## config.mk

```make
export PLATFORM = sky130hd
export DESIGN_NAME = adder_job_arbiter
export DESIGN_NICKNAME = d
export VERILOG_FILES = /design/src/rtl/adder_amba_pkg.sv /design/src/rtl/adder_job_arbiter_rr_picker.sv /design/src/rtl/adder_job_arbiter.sv
export SDC_FILE = /design/constraint.sdc
export NUM_CORES = 1
export LEC_CHECK = 0
export ABC_CLOCK_PERIOD_IN_PS = 6700
export BUFFER_PORTS_ARGS = -buffer_cell sky130_fd_sc_hd__buf_2
export CORE_AREA = 8 8 158 160
export DETAILED_ROUTE_END_ITERATION = 7
export DIE_AREA = 0 0 166 168
export GPL_ROUTABILITY_DRIVEN = 0
export PLACE_DENSITY_LB_ADDON = 0.12
export SYNTH_ARGS = -nofsm -noshare
export SYNTH_HDL_FRONTEND = slang
export SYNTH_SLANG_ARGS = --single-unit
export TNS_END_PERCENT = 5
```

## constraint.sdc

```tcl
create_clock -name ACLK -period 6.7 [get_ports ACLK]
set_clock_uncertainty 0.1 [all_clocks]
set_input_delay 1.005 -clock ACLK [delete_from_list [all_inputs] [get_ports ACLK]]
set_output_delay 1.005 -clock ACLK [all_outputs]
set_load 0.01 [all_outputs]
```

## src/rtl/adder_amba_pkg.sv

```systemverilog
// Shared types for the adder job arbiter: sequencer states and datapath opcodes.
package adder_amba_pkg;

   typedef enum logic [1:0] {
      IDLE = 2'd0,
      EXEC = 2'd1,
      RESP = 2'd2
   } state_t;

   localparam logic OP_ADD = 1'b0;
   localparam logic OP_SUB = 1'b1;

endpackage

```

## src/rtl/adder_job_arbiter_rr_picker.sv

```systemverilog
// Combinational round-robin picker: first set request strictly after last_grant, wrapping.
module rr_picker #(
   parameter int unsigned N_REQ = 4,
   localparam int unsigned ID_W = $clog2(N_REQ)
) (
   input  logic [N_REQ-1:0] req,
   input  logic [ID_W-1:0]  last_grant,
   output logic [N_REQ-1:0] grant,
   output logic [ID_W-1:0]  grant_id,
   output logic             found
);

   always_comb begin
      grant    = '0;
      grant_id = '0;
      found    = 1'b0;
      // Offsets 1..N_REQ visit every index once, ending on last_grant itself.
      for (int unsigned k = 1; k <= N_REQ; k++) begin
         int unsigned idx;
         idx = (32'(last_grant) + k) % N_REQ;
         if (!found && req[idx]) begin
            found      = 1'b1;
            grant[idx] = 1'b1;
            grant_id   = ID_W'(idx);
         end
      end
   end

endmodule

```

## src/rtl/adder_job_arbiter.sv

```systemverilog
// Round-robin sequencer sharing one external combinational adder between N_REQ requesters.
module adder_job_arbiter
   import adder_amba_pkg::*;
#(
   parameter int unsigned N_REQ  = 4,
   parameter int unsigned DATA_W = 32,
   localparam int unsigned ID_W  = $clog2(N_REQ)
) (
   input  logic                    ACLK,
   input  logic                    ARST,
   input  logic [N_REQ-1:0]        i_req_valid,
   output logic [N_REQ-1:0]        o_req_ready,
   input  logic [N_REQ*DATA_W-1:0] i_req_a,
   input  logic [N_REQ*DATA_W-1:0] i_req_b,
   input  logic [N_REQ-1:0]        i_req_op,
   output logic [N_REQ-1:0]        o_rsp_valid,
   input  logic [N_REQ-1:0]        i_rsp_ready,
   output logic [DATA_W-1:0]       o_rsp_data,
   output logic [DATA_W-1:0]       o_dp_busa,
   output logic [DATA_W-1:0]       o_dp_busb,
   output logic                    o_dp_op,
   input  logic [DATA_W-1:0]       i_dp_busr,
   output logic                    o_busy,
   output logic [ID_W-1:0]         o_grant_id,
   output logic [15:0]             o_job_count
);

   state_t              state_q, state_d;
   logic [ID_W-1:0]     last_grant_q;
   logic [DATA_W-1:0]   job_a_q, job_b_q, result_q;
   logic                job_op_q;
   logic [ID_W-1:0]     job_id_q;
   logic [15:0]         job_count_q;

   logic [N_REQ-1:0]    pick_grant;
   logic [ID_W-1:0]     pick_id;
   logic                pick_found;
   logic [DATA_W-1:0]   sel_a, sel_b;
   logic                sel_op;

   rr_picker #(.N_REQ(N_REQ)) u_picker (
      .req        (i_req_valid),
      .last_grant (last_grant_q),
      .grant      (pick_grant),
      .grant_id   (pick_id),
      .found      (pick_found)
   );

   always_comb begin
      sel_a  = '0;
      sel_b  = '0;
      sel_op = 1'b0;
      for (int unsigned k = 0; k < N_REQ; k++) begin
         if (pick_grant[k]) begin
            sel_a  = i_req_a[k*DATA_W +: DATA_W];
            sel_b  = i_req_b[k*DATA_W +: DATA_W];
            sel_op = i_req_op[k];
         end
      end
   end

   always_comb begin
      state_d     = state_q;
      o_req_ready = '0;
      o_rsp_valid = '0;
      unique case (state_q)
         IDLE: begin
            o_req_ready = pick_grant;
            if (pick_found) state_d = EXEC;
         end
         EXEC: state_d = RESP;
         RESP: begin
            o_rsp_valid[job_id_q] = 1'b1;
            if (i_rsp_ready[job_id_q]) state_d = IDLE;
         end
         default: state_d = IDLE;
      endcase
   end

   always_ff @(posedge ACLK) begin
      if (ARST) begin
         state_q      <= IDLE;
         last_grant_q <= ID_W'(N_REQ - 1);
         job_a_q      <= '0;
         job_b_q      <= '0;
         job_op_q     <= 1'b0;
         job_id_q     <= '0;
         result_q     <= '0;
         job_count_q  <= '0;
      end else begin
         state_q <= state_d;
         if (state_q == IDLE && pick_found) begin
            job_a_q  <= sel_a;
            job_b_q  <= sel_b;
            job_op_q <= sel_op;
            job_id_q <= pick_id;
         end
         if (state_q == EXEC) result_q <= i_dp_busr;
         if (state_q == RESP && i_rsp_ready[job_id_q]) begin
            last_grant_q <= job_id_q;
            job_count_q  <= job_count_q + 16'd1;
         end
      end
   end

   assign o_dp_busa   = job_a_q;
   assign o_dp_busb   = job_b_q;
   assign o_dp_op     = job_op_q;
   assign o_rsp_data  = result_q;
   assign o_busy      = (state_q != IDLE);
   assign o_grant_id  = job_id_q;
   assign o_job_count = job_count_q;

endmodule
```

==> results of run 1 <==
through the flow:
step | hold WS (ns) | power (W) | setup WS (ns) | util (%)
4_1_cts | 0.3516 | 0.002974 | 1.326 | 45.95
3_3_place_gp | 0.3390 | 0.002025 | 1.863 | 43.28
5_1_grt | 0.3676 | 0.003112 | 1.049 | 45.97
6_report | 0.3489 | 0.002957 | 1.401 | 45.97
2_1_floorplan | 0.3805 | 0.001625 | 2.702 | -
3_5_place_dp | 0.3435 | 0.002029 | 1.775 | 43.28
routing by layer:
layer | part of all wire, % | wire (um) | track usage (%)
met5 | 0.29 | 103 | 0
met4 | 3.2 | 1142 | 9.526
met3 | 8.8 | 3121 | 9.121
met2 | 48 | 17050 | 40.05
met1 | 39 | 13880 | 27.24
power by group through the flow:
stage / Combinational, W / Clock (W) / Sequential, W
5_1_grt: 0.00119 / 0.000989 / 0.000933
6_report: 0.00110 / 0.000938 / 0.000918
3_3_place_gp: 0.00110 / 0 / 0.000927
2_1_floorplan: 0.000657 / 0 / 0.000968
3_5_place_dp: 0.00110 / 0 / 0.000927
4_1_cts: 0.00110 / 0.000956 / 0.000914
final cells by class:
class,count,area [um2],area share (%)
clock inverters,15,170.2,1.655
diodes,2,5.005,0.04868
clock buffers,17,425.4,4.138
multi-input cells,634,4444,43.23
well taps,285,356.6,3.468
flip-flops and latches,119,2382,23.17
inverters,68,255.2,2.483
repair buffers,440,2242,21.81
flip-flops by register name (all words and copies together), names as in the netlist:
name and cells:
o_dp_busa 32, o_dp_busb 32, state_q 2, o_grant_id 2, o_dp_op 1, o_rsp_data 32
last_grant_q 2, o_job_count 16
placed cells by master, fill, tap and decap left out, drive strengths merged, types with 17 or more instances in the layout:
master | synthesis | final
nor2 | 20 | 20
clkbuf | 72 | 17
nand2 | 141 | 141
o32ai | 65 | 65
a221oi | 66 | 66
o22ai | 68 | 68
a211oi | 65 | 65
dfxtp | 119 | 119
a21oi | 41 | 41
a2bb2oi | 66 | 66
buf | 43 | 440
inv | 68 | 74
worst register-to-register path: stages, from the launching register on:
cell and delay, ns:
dfxtp_1 0.82, inv_1 0.26, ha_1 0.50, mux4_2 0.49
a221o_1 0.31, a21oi_1 0.36, a2bb2oi_4 0.80, buf_4 0.56
o22ai_1 0.15, o32ai_1 0.31
cell families (layout without fill, tap and decap cells):
group                      Yosys count  after routing  synth area share [%]
AOI/OAI and AO/OA                  390            390                 40.44
adders and majority gates            9              9                 1.493
muxes                               12             12                 2.322
buffers and inverters              183            540                 10.45
and+or+nand+nor                    211            211                 12.32
xor gates and xnor gates            12             12                 1.393
other                                0              2                     0
DFF                                119            119                 31.58
worst min-delay path by stage:
stage	start	to	slack (ns)	depth (start not counted)
after floorplan	o_rsp_data[0]$_SDFFE_PP0N_	o_rsp_data[0]$_SDFFE_PP0N_	0.38	2
after global placement	o_rsp_data[20]$_SDFFE_PP0N_	o_rsp_data[20]$_SDFFE_PP0N_	0.34	2
after detailed placement	o_rsp_data[17]$_SDFFE_PP0N_	o_rsp_data[17]$_SDFFE_PP0N_	0.34	2
after CTS	o_rsp_data[17]$_SDFFE_PP0N_	o_rsp_data[17]$_SDFFE_PP0N_	0.35	2
after global routing	o_rsp_data[21]$_SDFFE_PP0N_	o_rsp_data[21]$_SDFFE_PP0N_	0.37	2
final	o_rsp_data[3]$_SDFFE_PP0N_	o_rsp_data[3]$_SDFFE_PP0N_	0.35	2
==> metrics.txt, run 1 <==
Reg clk slew, reported paths=0.06 ns; FF-to-FF path depth=9; Buf/Inv on CP=2; min cycle time layout=5.299 ns; grt total ovfl=0; boundary pin count=426; Non-Filler Instances=1580; Setup Total Neg Slack=0 ns; placed cell areas=9681 um2; worst path cell trace=inv_1, ha_1, mux4_2, a221o_1, a21oi_1, a2bb2oi_4, nor2_1, buf_2; area share of the largest cell type after synthesis=31.58%; Pint=0.001835 W; I/O Buffers=425; # rows=55; Filler Cell Count=2340; status=complete, no violations; sequential area share after synthesis=31.58%; root buffer cell=clkbuf_16; CTS tree=done; Setup violations, final=0; vias per std cell=5.701; Post-synth ARST share=0%; CORE AREA=22370 um2; vias in the first global route=9108; Worst Setup SP=last_grant_q[0]$_SDFFE_PP1P_; synthesis warning total=0; detailed placement HPWL=24.18 mm; Post-Syn Area per Cell=8.059 um2; switching power=0.001122 W; H-tree level count=4; critical path class=flip-flop to output port; Net Sw Frac=37.95%; Levels on crit path=8; Hold Violations, Final=0; Setup crit start kind=flip-flop; Final Cycle Share=79.09%; Area Growth Syn to Fin=36.29%; Post-Syn Instances=936; Critical Path AT=4.19 ns; initial core utilization=33.73%; max_cap viols=0; Max Fclk=188.7 MHz; die height=168 um; first-pass GRT wire length=53.45 mm; post-synth top area cell=dfxtp_1; cell family with most CP delay=compound AO/OA/AOI/OAI gates; leading register cell type out of synthesis=dfxtp_1; hold buffers post-CTS=0; RSZ-0062 raised after global routing=no; layout cells sized above 1=38.98%; clock tree buffer depth=2; CTS Buf Count=17; Pre-Repair DR Iteration Count=5; DRT iter0 DRCs=599; synthesized flop and latch total=119; gr usage total=23.94%; worst min-delay path class=flip-flop to flip-flop; unique cell type count in the Yosys netlist=49; synth top area cells=dfxtp_1 (32%), a2bb2oi_1 (7.5%), o32ai_1 (7.3%), nand2_1 (7.0%), a221oi_1 (7.0%); Post-synth top cells=nand2_1 (141), dfxtp_1 (119), clkbuf_1 (72), inv_1 (68), o22ai_1 (68); initial antenna violation count=12; Worst EP required=5.59 ns; dpl cells=1546; Syn Nets=1247; drt wl/cell=22.34 um; Worst Tran Pin Value=1.182 ns; max incr delay on CP=0.82 ns; relative slew slack=21.19%; Mapped Area=7543 um2; pwr/cell area=287.6 nW/um2; Slowest-stage cell, CP=dfxtp_1; CTS sink cnt=119; Clk network pwr share=31.7%; r2r setup slk=1.94 ns; Leak=4.709 nW; fin nets=1591; largest net degree at the start of global routing=77; combinational power share=37.3%; Slew Limit Fails=0; die area=27890 um2; EDFF count, synth=0; # resized after CTS=0; die width=166 um; Worst setup EP type=output port; fin area=10280 um2; Post-route DRC=0; end of the worst register-to-register path=o_dp_busb[14]$_SDFFE_PP0P_; reg2reg start=last_grant_q[0]$_SDFFE_PP1P_; final wirelength=35.29 mm; post-CTS setup buffers=0; Seq pwr share=31.0%; DR vias=9008; worst skew pair latency=0.41 ns; maximum vdd ir drop=0.1337 mV; worst-path fanout max=33; cell with the most instances after synthesis=nand2_1; Routed Antenna Nets=0; crit path capture=o_req_ready[2]
No activity file was read; power rests on OpenSTA's default activity.
==> run 2: changes to the inputs <==
--- a/config.mk
+++ b/config.mk
@@ -5,11 +5,12 @@
 export SDC_FILE = /design/constraint.sdc
 export NUM_CORES = 1
 export LEC_CHECK = 0
-export ABC_CLOCK_PERIOD_IN_PS = 6700
+export ABC_AREA = 1
+export ABC_CLOCK_PERIOD_IN_PS = 4600
 export BUFFER_PORTS_ARGS = -buffer_cell sky130_fd_sc_hd__buf_2
-export CORE_AREA = 8 8 158 160
+export CORE_AREA = 8 8 162 164
 export DETAILED_ROUTE_END_ITERATION = 7
-export DIE_AREA = 0 0 166 168
+export DIE_AREA = 0 0 170 172
 export GPL_ROUTABILITY_DRIVEN = 0
 export PLACE_DENSITY_LB_ADDON = 0.12
 export SYNTH_ARGS = -nofsm -noshare
==> constraint.sdc (replaced) <==
create_clock -name ACLK -period 4.6 [get_ports ACLK]
set_clock_uncertainty 0.1 [all_clocks]
set_input_delay 0.69 -clock ACLK [delete_from_list [all_inputs] [get_ports ACLK]]
set_output_delay 0.69 -clock ACLK [all_outputs]
set_load 0.01 [all_outputs]
==> metrics.txt, run 2 <==
Worst EP required=3.81 ns; switching power=0.001974 W; Setup crit start kind=flip-flop; synth top area cells=dfxtp_1 (32%), nand2_1 (22%), a21oi_1 (18%), inv_1 (8.2%), nor2_1 (3.9%); setup ws final=0.8023 ns; maximum vdd ir drop=0.2387 mV; min cycle time layout=3.798 ns; Place WS=0.9542 ns; CTS tree=done; Post-route DRC=0; r2r setup slk=0.92 ns; synthesized flop and latch total=119; # rows=57; Buf/Inv on CP=4; Post-Syn Area per Cell=5.858 um2; Worst Hold Path Cells=2; max_cap viols=0; metal3 WL=2.987 mm; combinational power share=42.4%; end of the worst register-to-register path=o_dp_busb[27]$_SDFFE_PP0P_; Leak=5.959 nW; Seq pwr share=28.3%; drt wl/cell=16.27 um; DRT met1 WL=13.32 mm; leading register cell type out of synthesis=dfxtp_1; Pre-Repair DR Iteration Count=5; Filler Cell Count=2646; FF-to-FF path depth=13; met2 wire length=15.52 mm; worst-path fanout max=27; Hold Violations, Final=0; clock tree buffer depth=2; Syn Nets=1588; die height=172 um; detailed placement HPWL=23.92 mm; Critical Path AT=3.01 ns; post-synth top area cell=dfxtp_1; die area=29240 um2; Post-Syn Instances=1277; highest routed metal layer=met5; max incr delay on CP=0.55 ns; first-pass GRT wire length=47.86 mm; DRT iter0 DRCs=544; relative slew slack=29.29%; Net Sw Frac=41.43%; Max Fclk=263.3 MHz; Slowest-stage cell, CP=dfxtp_1; cell with the most instances after synthesis=nand2_1; CP most frequent cell=inv_1; Setup Total Neg Slack=0 ns; CORE AREA=23820 um2; die width=170 um; Pint=0.002790 W; Post-synth ARST share=0%; Hold Startpoint=o_dp_busa[26]$_SDFFE_PP0P_; area share of the largest cell type after synthesis=31.84%; most common cell after layout, fill and taps aside=nand2_1; reg2reg start=last_grant_q[0]$_SDFFE_PP1P_; vias per std cell=4.602; Reg clk slew, reported paths=0.07 ns; cell family with most CP delay=simple AND/OR/NAND/NOR gates; Mapped Area=7481 um2; worst min-delay path class=flip-flop to flip-flop; H-tree level count=4; largest net degree at the start of global routing=98; gr usage total=20.80%; Worst Setup SP=last_grant_q[0]$_SDFFE_PP1P_; layout cells sized above 1=29.52%; Worst Tran Pin Value=1.059 ns; Post-synth top cells=nand2_1 (445), a21oi_1 (274), inv_1 (164), dfxtp_1 (119), nor2_1 (78); EDFF count, synth=0; Slew Limit Fails=0; Routed Antenna Nets=0; sequential area share after synthesis=31.84%; CTS Buf Count=17; Worst setup EP type=output port; critical path class=flip-flop to output port; synthesis warning total=0; Final Cycle Share=82.56%; Setup violations, final=0; DR vias=9163; pwr/cell area=459.9 nW/um2; initial antenna violation count=12; I/O Buffers=425; hold worst-path end=o_dp_busa[26]$_SDFFE_PP0P_; unique cell type count in the Yosys netlist=35; final wirelength=32.40 mm; hold buffers post-CTS=0; Clk network pwr share=29.3%; worst skew pair latency=0.42 ns; grt total ovfl=0; initial core utilization=31.41%; post-CTS setup buffers=0; boundary pin count=426; worst path cell trace=inv_2, ha_1, inv_1, nand2_2, nand2_4, nor2_2, a21boi_1, nand3_2, nand2_1, inv_1, buf_2; root buffer cell=clkbuf_16; # resized after CTS=0; status=complete, no violations; most frequent cells in the layout=nand2_1 (444), buf_2 (425), a21oi_1 (274); RSZ-0062 raised after global routing=no; vias in the first global route=8692; CTS sink cnt=119; fin nets=1961; Area Growth Syn to Fin=38.47%
[run 2: cell types whose count changed after synthesis, moves of 9 or more]
cell       change
nor3_1         +9
nand2_1      +304
nand3_1        +9
o32ai_1       -63
a211oi_1      -64
a2bb2oi_1     -65
nor2_1        +58
nor2b_1        -9
o22ai_1       -67
clkbuf_1      -35
inv_1         +96
a21oi_1      +233
a221oi_1      -60
o21ai_0       +35
[run 2: layout make-up]
type / instances / area [um2] / area share, %
clock buffer: 17 / 425.4 / 4.107
sequential: 119 / 2382 / 23.00
antenna: 4 / 10.01 / 0.09663
multi-input combinational: 909 / 4096 / 39.55
timing repair buffer: 436 / 2235 / 21.57
clock inverter: 15 / 177.7 / 1.715
tap: 324 / 405.4 / 3.914
inverter: 167 / 626.9 / 6.051
[run 2: tightest hold or removal path: cells and delay by family (launching register included)]
family	cells	cell delay (ns)
DFF	1	0.31
and+or+nand+nor	1	0.05
AOI/OAI and AO/OA	1	0.05
[run 2: cell families (layout without fill, tap and decap cells)]
| logic type | count (synthesis) | count (layout) | synth area share (%) |
|---|---|---|---|
| AOI/OAI and AO/OA | 330 | 330 | 22.56 |
| xor gates and xnor gates | 1 | 1 | 0.1171 |
| adders and majority gates | 9 | 9 | 1.505 |
| buffers and inverters | 249 | 635 | 13.70 |
| DFF | 119 | 119 | 31.84 |
| other | 0 | 4 | 0 |
| and+or+nand+nor | 569 | 569 | 30.27 |
[run 2: power by group through the flow]
stage          sequential (W)  combinational, W  clock [W]
2_1_floorplan         0.00146           0.00126          0
3_3_place_gp          0.00136           0.00204          0
3_5_place_dp          0.00137           0.00204          0
4_1_cts               0.00135           0.00205    0.00144
5_1_grt               0.00137           0.00228    0.00148
6_report              0.00135           0.00202    0.00140
[run 2: metal layers]
layer / up-vias / GRT usage, %
met3: 41 / 7.557
met2: 300 / 35.36
met5: - / 0
li1: 4757 / -
met1: 4049 / 24.33
met4: 16 / 5.912
[run 2: worst max path at each step]
stage                                             to  slack [ns]  depth (start not counted)
after global routing                  o_req_ready[0]        0.50                         11
after detailed placement  o_dp_busb[27]$_SDFFE_PP0P_        0.95                         13
after global placement    o_dp_busb[12]$_SDFFE_PP0P_        1.05                         13
after CTS                             o_req_ready[0]        0.80                         11
final                                 o_req_ready[0]        0.80                         11
after floorplan                       o_req_ready[3]        1.75                         12
[run 2: through the flow]
step / util [%] / hold slack, ns / cells / power (W) / cell area, um2
2_1_floorplan: - / 0.3809 / 1277 / 0.002716 / 7481
3_3_place_gp: 40.91 / 0.3492 / 1955 / 0.003398 / 9746
3_5_place_dp: 40.91 / 0.3529 / 1955 / 0.003408 / 9746
4_1_cts: 43.44 / 0.3637 / 1987 / 0.004835 / 10350
5_1_grt: 43.49 / 0.3772 / 1991 / 0.005136 / 10360
6_report: 43.49 / 0.3604 / 1991 / 0.004764 / 10360
==> run 3: changes to the inputs <==
--- a/config.mk
+++ b/config.mk
@@ -6,11 +6,11 @@
 export NUM_CORES = 1
 export LEC_CHECK = 0
 export ABC_AREA = 1
-export ABC_CLOCK_PERIOD_IN_PS = 4600
+export ABC_CLOCK_PERIOD_IN_PS = 3850
 export BUFFER_PORTS_ARGS = -buffer_cell sky130_fd_sc_hd__buf_2
-export CORE_AREA = 8 8 162 164
+export CORE_AREA = 8 8 159 161
 export DETAILED_ROUTE_END_ITERATION = 7
-export DIE_AREA = 0 0 170 172
+export DIE_AREA = 0 0 167 169
 export GPL_ROUTABILITY_DRIVEN = 0
 export PLACE_DENSITY_LB_ADDON = 0.12
 export SYNTH_ARGS = -nofsm -noshare
==> constraint.sdc (replaced) <==
create_clock -name ACLK -period 3.85 [get_ports ACLK]
set_clock_uncertainty 0.1 [all_clocks]
set_input_delay 0.5775 -clock ACLK [delete_from_list [all_inputs] [get_ports ACLK]]
set_output_delay 0.5775 -clock ACLK [all_outputs]
set_load 0.01 [all_outputs]
==> metrics.txt, run 3 (synthesis results as in run 2) <==
status=complete, no violations; Non-Filler Instances=1962; max incr delay on CP=0.54 ns; die height=169 um; Worst Tran Pin Value=1.103 ns; Reg clk slew, reported paths=0.07 ns; area of the multi-input gates=4104 um2; Setup Total Neg Slack=0 ns; CORE AREA=22910 um2; die area=28220 um2; initial core utilization=32.65%; Area Growth Syn to Fin=38.25%; vias per std cell=4.702; worst path cell trace=inv_2, ha_1, inv_1, nand2_2, nand2_4, nor2_2, a21boi_1, nand3_4, nand2_1, inv_1, buf_2; Tot Pwr=0.005572 W; layout cells sized above 1=29.65%; most common cell after layout, fill and taps aside=nand2_1; I/O Buffers=425; gr usage total=21.27%; RSZ-0062 raised after global routing=no; CP most frequent cell=inv_1; boundary pin count=426; H-tree level count=4; Layout Utilization=45.14%; vias in the first global route=8751; CTS Buf Count=17; Pre-Repair DR Iteration Count=5; critical path class=flip-flop to output port; Slowest-stage cell, CP=dfxtp_1; die width=167 um; maximum vdd ir drop=0.2968 mV; root buffer cell=clkbuf_16; first-pass GRT wire length=48.27 mm; Leak=5.969 nW; DR vias=9225; detailed placement HPWL=23.64 mm; # rows=56; Critical Path AT=2.79 ns; largest net degree at the start of global routing=92; Post-route DRC=0; hold buffers post-CTS=0; CTS tree=done; final wirelength=31.69 mm; setup ws final=0.3780 ns; worst min-delay path class=input port to flip-flop; max_cap viols=0; worst-path fanout max=22; Worst EP required=3.17 ns; drt wl/cell=16.15 um; Place WS=0.6192 ns; Slew Limit Fails=0; Max Fclk=288.0 MHz; worst skew pair latency=0.41 ns; relative slew slack=26.38%; Final Cycle Share=90.18%; most frequent cells in the layout=nand2_1 (444), buf_2 (425), a21oi_1 (274); Worst setup EP type=output port; initial antenna violation count=12; dpl cells=1924; fin nets=1964; grt total ovfl=0; Routed Antenna Nets=0; Setup crit start kind=flip-flop; Setup violations, final=0; CTS sink cnt=119; Filler Cell Count=2579; Hold Violations, Final=0; FF/Latch Area=2382 um2; clock tree buffer depth=2; min cycle time layout=3.472 ns; pwr/cell area=538.7 nW/um2; DRT iter0 DRCs=568
[run 3: cell types whose count changed in the layout (fill, tap and decap cells not counted)]
cell        previous run  this run
buf_12                 2         5
clkinv_4               0         2
nand3_4                2         3
clkinvlp_4             3         2
inv_8                  3         4
nand3_2                5         4
clkinv_2               0         2
diode_2                4         6
inv_6                  7         5
bufinv_16              2         0
[run 3: path summary, 6_finish.rpt]
| check | start | to | slack (ns) | cells past startpoint |
|---|---|---|---|---|
| max | last_grant_q[0]$_SDFFE_PP1P_ | o_req_ready[0] | 0.38 | 11 |
| min | i_dp_busr[19] | o_rsp_data[19]$_SDFFE_PP0N_ | 0.28 | 3 |
| max reg2reg | last_grant_q[0]$_SDFFE_PP1P_ | o_dp_busb[0]$_SDFFE_PP0P_ | 0.62 | 14 |
| min reg2reg | o_dp_busa[18]$_SDFFE_PP0P_ | o_dp_busa[18]$_SDFFE_PP0P_ | 0.36 | 2 |
[run 3: report_power, final]
part	switching, W	total (W)	internal, W
logic	0.00154	0.00243	0.000893
registers	0.000126	0.00161	0.00148
clock network	0.000688	0.00154	0.000850
[run 3: cell type report]
| class | instances | share of cell area (%) |
|---|---|---|
| multi-input combinational | 909 | 39.68 |
| sequential | 119 | 23.03 |
| timing repair buffer | 439 | 22.19 |
| inverter | 167 | 6.061 |
| clock buffer | 17 | 4.113 |
| tap | 290 | 3.508 |
| clock inverter | 15 | 1.270 |
| antenna | 6 | 0.1452 |
[run 3: worst max-delay path: cells and delay by family (launching register included)]
kind	cells	cell delay [ns]
buffers and inverters	4	0.52
AND/OR/NAND/NOR	5	0.72
AO/OA/AOI/OAI	1	0.23
flip-flops	1	0.54
adder cells (fa/ha/maj)	1	0.37
[run 3: what timing repair did]
action,4_1_cts,5_1_grt
buffers inserted,0,0
resized for setup,0,1
setup endpoints to repair,0,1
[run 3: routing by layer]
metal | global-route usage (%) | vias to the layer above | wire, um
li1 | - | 4763 | -
met1 | 24.83 | 4084 | 13070
met2 | 36.18 | 330 | 15320
met3 | 7.268 | 36 | 2792
met4 | 6.659 | 12 | 426
met5 | 0 | - | 75
[run 3: per-stage QoR]
stage / hold slack (ns) / area [um2]
floorplan: 0.3809 / 7481
global placement: 0.3463 / 9763
detailed placement: 0.3521 / 9763
CTS: 0.2593 / 10320
global route: 0.2689 / 10340
finish: 0.2796 / 10340
